==> src/rtl/debug_flag_port.sv <==
// Avalon-MM debug flag publisher: FLAG writes are queued in a small FIFO and
// replayed onto a registered debug_wire, each flag held for at least HOLD_CYCLES.
module debug_flag_port #(
  parameter int unsigned DEPTH         = 8,
  parameter int unsigned HOLD_CYCLES   = 4,
  parameter int unsigned STALL_ON_FULL = 1
) (
  input  logic        clk,
  input  logic        reset_n,
  input  logic [1:0]  avs_address,
  input  logic        avs_write,
  input  logic [31:0] avs_writedata,
  input  logic        avs_read,
  output logic [31:0] avs_readdata,
  output logic        avs_waitrequest,
  output logic [31:0] debug_wire,
  output logic        debug_valid,
  output logic [7:0]  debug_seq,
  output logic        overflow
);

  localparam int unsigned AW = $clog2(DEPTH);

  typedef enum logic {
    IDLE,
    HOLD
  } state_t;

  logic [31:0]   mem [DEPTH];
  logic [AW-1:0] wr_ptr;
  logic [AW-1:0] rd_ptr;
  logic [AW:0]   count;
  logic [AW:0]   count_nxt;
  logic          full_q;
  logic          empty;
  state_t        state;
  logic [7:0]    hold_cnt;
  logic          flag_wr;
  logic          push;
  logic          pop;
  logic          drop;
  logic          ovf_clear;
  logic [31:0]   status;

  assign flag_wr   = avs_write && (avs_address == 2'd0);
  assign push      = flag_wr && !full_q;
  assign drop      = flag_wr && full_q && (STALL_ON_FULL == 0);
  assign ovf_clear = avs_write && (avs_address == 2'd1) && avs_writedata[16];
  assign empty     = (count == '0);
  // The FSM only sees registered FIFO state, so a fresh push is never bypassed.
  assign pop       = !empty && ((state == IDLE) || (hold_cnt == '0));

  assign avs_waitrequest = (STALL_ON_FULL != 0) && flag_wr && full_q;

  always_comb begin
    count_nxt = count + (AW+1)'(push) - (AW+1)'(pop);
  end

  always_ff @(posedge clk) begin
    if (push) begin
      mem[wr_ptr] <= avs_writedata;
    end
  end

  always_ff @(posedge clk or negedge reset_n) begin
    if (!reset_n) begin
      wr_ptr   <= '0;
      rd_ptr   <= '0;
      count    <= '0;
      full_q   <= 1'b0;
      overflow <= 1'b0;
    end else begin
      if (push) wr_ptr <= wr_ptr + AW'(1);
      if (pop)  rd_ptr <= rd_ptr + AW'(1);
      count  <= count_nxt;
      full_q <= (count_nxt == (AW+1)'(DEPTH));
      if (drop) begin
        overflow <= 1'b1;
      end else if (ovf_clear) begin
        overflow <= 1'b0;
      end
    end
  end

  always_ff @(posedge clk or negedge reset_n) begin
    if (!reset_n) begin
      state       <= IDLE;
      hold_cnt    <= '0;
      debug_wire  <= '0;
      debug_valid <= 1'b0;
      debug_seq   <= '0;
    end else begin
      debug_valid <= pop;
      if (pop) begin
        debug_wire <= mem[rd_ptr];
        debug_seq  <= debug_seq + 8'd1;
        hold_cnt   <= 8'(HOLD_CYCLES - 1);
        state      <= HOLD;
      end else if (state == HOLD) begin
        if (hold_cnt != '0) begin
          hold_cnt <= hold_cnt - 8'd1;
        end else begin
          state <= IDLE;
        end
      end
    end
  end

  always_comb begin
    status       = '0;
    status[5:0]  = 6'(count);
    status[8]    = full_q;
    status[9]    = empty;
    status[10]   = (state == HOLD);
    status[16]   = overflow;
    avs_readdata = '0;
    if (avs_read) begin
      case (avs_address)
        2'd0:    avs_readdata = debug_wire;
        2'd1:    avs_readdata = status;
        2'd2:    avs_readdata = {24'b0, debug_seq};
        default: avs_readdata = '0;
      endcase
    end
  end

endmodule
==> config.mk <==
export PLATFORM = sky130hd
export DESIGN_NAME = debug_flag_port
export DESIGN_NICKNAME = d
export VERILOG_FILES = /design/src/rtl/debug_flag_port.sv
export SDC_FILE = /design/constraint.sdc
export NUM_CORES = 1
export LEC_CHECK = 0
export ABC_AREA = 1
export CAP_MARGIN = 5
export CELL_PAD_IN_SITES_DETAIL_PLACEMENT = 1
export CELL_PAD_IN_SITES_GLOBAL_PLACEMENT = 1
export CORE_MARGIN = 2
export CORE_UTILIZATION = 50
export CTS_CLUSTER_DIAMETER = 30
export DETAILED_ROUTE_END_ITERATION = 16
export PLACE_DENSITY = 0.84
export SYNTH_ARGS = -nofsm -noshare
export SYNTH_HDL_FRONTEND = slang
export SYNTH_SLANG_ARGS = --single-unit
export TNS_END_PERCENT = 1
==> constraint.sdc <==
create_clock -name clk -period 7.7 [get_ports clk]
set_input_delay 1.54 -clock clk [delete_from_list [all_inputs] [get_ports clk]]
set_output_delay 1.54 -clock clk [all_outputs]
set_load 0.1 [all_outputs]
==> flow_metrics.env <==
export IMPL_relSlewSlack_pct=24.07
export IMPL_fmax_mhz=171.5
export IMPL_drv_cap=0
export IMPL_vdd_drop_max_uv=408.3
export IMPL_die_area_um2=27790
export IMPL_start_util_pct=50.79
export IMPL_grt_pass1_wl_um=65340
export IMPL_ys_ff_latch=317
export IMPL_layout_drive_gt1_share_pct=11.06
export IMPL_final_nets=1365
export IMPL_cts_tree="done"
export IMPL_critPathKind="input pin to output port"
export IMPL_synth_nets=1231
export IMPL_dp_final_hpwl_um=20420
export IMPL_setup_viol=0
export IMPL_cp_num_cells=6
export IMPL_viasPerCell=5.815
export IMPL_end_kind="output port"
export IMPL_synth_simple_gate_area_share_pct=16.41
export IMPL_hold_depth=2
export IMPL_grt_pass1_vias=11081
export IMPL_yosysSeqAreaShare_pct=69.61
export IMPL_critPathLaunchType="input pin"
export IMPL_cp_cell_sequence="clkdlybuf4s50_1, nor2_2, nand2_1, buf_4, nor2_1, clkdlybuf4s50_1"
export IMPL_syn_avg_cell_area_um2=11.18
export IMPL_antenna_found_initial=0
export IMPL_hold_class="flop to flop"
export IMPL_clockRootBuffer="clkbuf_16"
export IMPL_syn_to_final_growth_pct=28.10
export IMPL_syn_inst=1184
export IMPL_clockBufferDepth=3
export IMPL_final_util_pct=65.07
export IMPL_routedWlPerCell_um=24.88
export IMPL_power_density_nw_per_um2=456.4
export IMPL_fp_coreArea_um2=26060
export IMPL_synth_top_family_by_area="simple AND/OR/NAND/NOR gates"
export IMPL_crit_top_cell="clkdlybuf4s50_1"
export IMPL_synth_area_mux_share_pct=0
export IMPL_fin_crit_sh_pct=75.74
export IMPL_ant_nets=0
export IMPL_rsz0062_at_grt="false"
export IMPL_ios=113
export IMPL_min_period_ns=5.832
export IMPL_die_width_um=166.7
export IMPL_synth_adder_area_share_pct=0.9075
export IMPL_holdWs_ns=0.5040
export IMPL_chipHeight_um=166.7
export IMPL_cts_resized=0
export IMPL_cts_sinks=317
export IMPL_port_buffers=111
export IMPL_vias=9937
export IMPL_slew_viol_final=0
export IMPL_wl_um=42520
export IMPL_firstDrtPassIters=5
export IMPL_cp_data_required_time_ns=6.16
export IMPL_critPathSlowestCell="clkdlybuf4s50_1"
export IMPL_path_max_fanout=21
export IMPL_rrSetupSlack_ns=4.35
export IMPL_placed_cells=1582
export IMPL_rr_worst_depth=12
export IMPL_gp_congestion=0.7901
export IMPL_h_tree_depth=3
export IMPL_hold_violations=0
export IMPL_clk_pin_slew_ns=0.05
export IMPL_critPathMaxStageDelay_ns=1.19
export IMPL_path_buf_inv=3
export IMPL_drtIter0Drc=871
export IMPL_tightest_slew_ns=1.139
export IMPL_crit_arrival_ns=4.29
export IMPL_finalSetupTns_ns=0
export IMPL_synth_cell_type_count=31
export IMPL_post_cts_buffers=0
export IMPL_antennaDiodeCount=0
export IMPL_power_mw=7.739
export IMPL_row_count=59
export IMPL_synth_xor_area_share_pct=0.7279
export IMPL_cts_buffers_inserted=69
export IMPL_synth_compound_area_share_pct=6.607
export IMPL_yosysWarnings=0
export IMPL_grt_max_degree=104
export IMPL_grt_total_usage_pct=30.92
export IMPL_final_cells=1709
export IMPL_crit_family="buffers and inverters"
export IMPL_p_leak_nw=6.573
export IMPL_clkLatencyLatePin_ns=0.56
export IMPL_drc=0
export IMPL_outcome="completed"
export IMPL_netlist_area_um2=13240
export IMPL_finClkSkew_ns=0.03057
export IMPL_holdBufCountCts=0
export IMPL_grt_overflow=0
## cell usage after synthesis
cell	n	area, um^2
edfxtp_1	256	7687
nand2_1	222	833.3
nor2_1	167	626.9
nand3_1	116	580.6
inv_1	112	420.4
o21ai_0	74	370.4
dfrtp_1	61	1526
o211ai_1	59	442.9
buf_2	25	125.1
clkbuf_1	22	82.58
buf_4	9	67.56
ha_1	8	100.1
o21ai_1	6	30.03
xor2_1	6	52.55
a21oi_1	5	25.02
buf_1	5	18.77
xnor2_1	5	43.79
nor3_1	4	20.02
buf_6	3	33.78
nand2_2	3	18.77
nand4_1	3	18.77
nor2_2	3	18.77
inv_2	2	7.510
conb_1	1	3.750
fa_1	1	20.02
nand2_4	1	11.26
nor2_4	1	11.26
nor2_8	1	20.02
o22ai_1	1	6.260
or2_2	1	6.260
or3_1	1	6.260
## cell type report
cell class | instances | area (um^2)
Clock buffer | 85 | 1902
Multi-Input combinational cell | 689 | 3322
Clock inverter | 42 | 435.4
Timing Repair Buffer | 127 | 1229
Tap cell | 335 | 419.2
Inverter | 114 | 430.4
Sequential cell | 317 | 9219
Fill cell | 2568 | 9102
## metrics by stage
stage	setup slack [ns]	area [um^2]
after floorplan	2.104	13240
after global placement	2.071	14620
after detailed placement	1.978	14620
after CTS	1.858	16960
after global routing	1.778	16960
final	1.868	16960
## sequential cells by signal, indices dropped and copies added (netlist names)
name	cells
count	4
debug_seq	8
debug_valid	1
debug_wire	32
full_q	1
hold_cnt	8
mem	256
rd_ptr	3
state	1
wr_ptr	3
## tightest hold or removal path: stages (launching register included)
cell and delay (ns):
dfrtp_1 0.34, nand3_1 0.07, nand2_1 0.06
## cell families after synthesis
| logic type | after synthesis |
|---|---|
| flops | 317 |
| xor+xnor | 11 |
| fa+ha+maj | 9 |
| other cells | 1 |
| buf+inv | 178 |
| compound gates | 145 |
| simple gates | 523 |
## where the power goes
group          switching [mW]  internal, mW  leakage (nW)
Sequential              0.275          2.05          3.05
Clock                    1.02          1.97          1.12
Combinational            1.83         0.599          2.40
Total                    3.12          4.62          6.57
## metal layers
metal  wire [um]  global-route usage (%)
met5           0                       0
met3        3037                   6.963
met4        1539                   14.66
met2       21930                   53.74
met1       16020                   36.57
## placed cells by master (no fill, tap or decap), types with 2 or more instances in the layout
master	synthesis	routed
clkbuf_1	22	9
clkbuf_8	0	3
inv_1	112	111
edfxtp_1	256	256
o21ai_0	74	74
nor2_4	1	7
nand4_1	3	3
o211ai_1	59	59
a21oi_1	5	5
nand2_1	222	222
clkinv_2	0	8
nor3_2	0	2
ha_1	8	8
dfrtp_1	61	59
xnor2_1	5	5
nand3_1	116	116
nor2_1	167	161
nor3_1	4	2
o21ai_1	6	6
inv_2	2	2
nand2_2	3	3
clkdlybuf4s50_1	0	110
inv_6	0	8
clkinv_1	0	6
clkinvlp_4	0	9
clkbuf_16	0	73
nor2_2	3	3
xor2_1	6	6
clkinv_4	0	4
buf_4	9	17
bufinv_16	0	6
## path summary, 6_finish.rpt
| check | startpoint | to |
|---|---|---|
| max | avs_address[0] | avs_readdata[12] |
| min | hold_cnt[7]$_DFFE_PN0P_ | hold_cnt[7]$_DFFE_PN0P_ |
| max reg2reg | hold_cnt[0]$_DFFE_PN0P_ | full_q$_DFF_PN0_ |
| min reg2reg | hold_cnt[7]$_DFFE_PN0P_ | hold_cnt[7]$_DFFE_PN0P_ |
| max in group asynchronous | reset_n | rd_ptr[0]$_DFFE_PN0P_ |
| min in group asynchronous | reset_n | hold_cnt[6]$_DFFE_PN0P_ |
(Power assumes the default switching activity.)
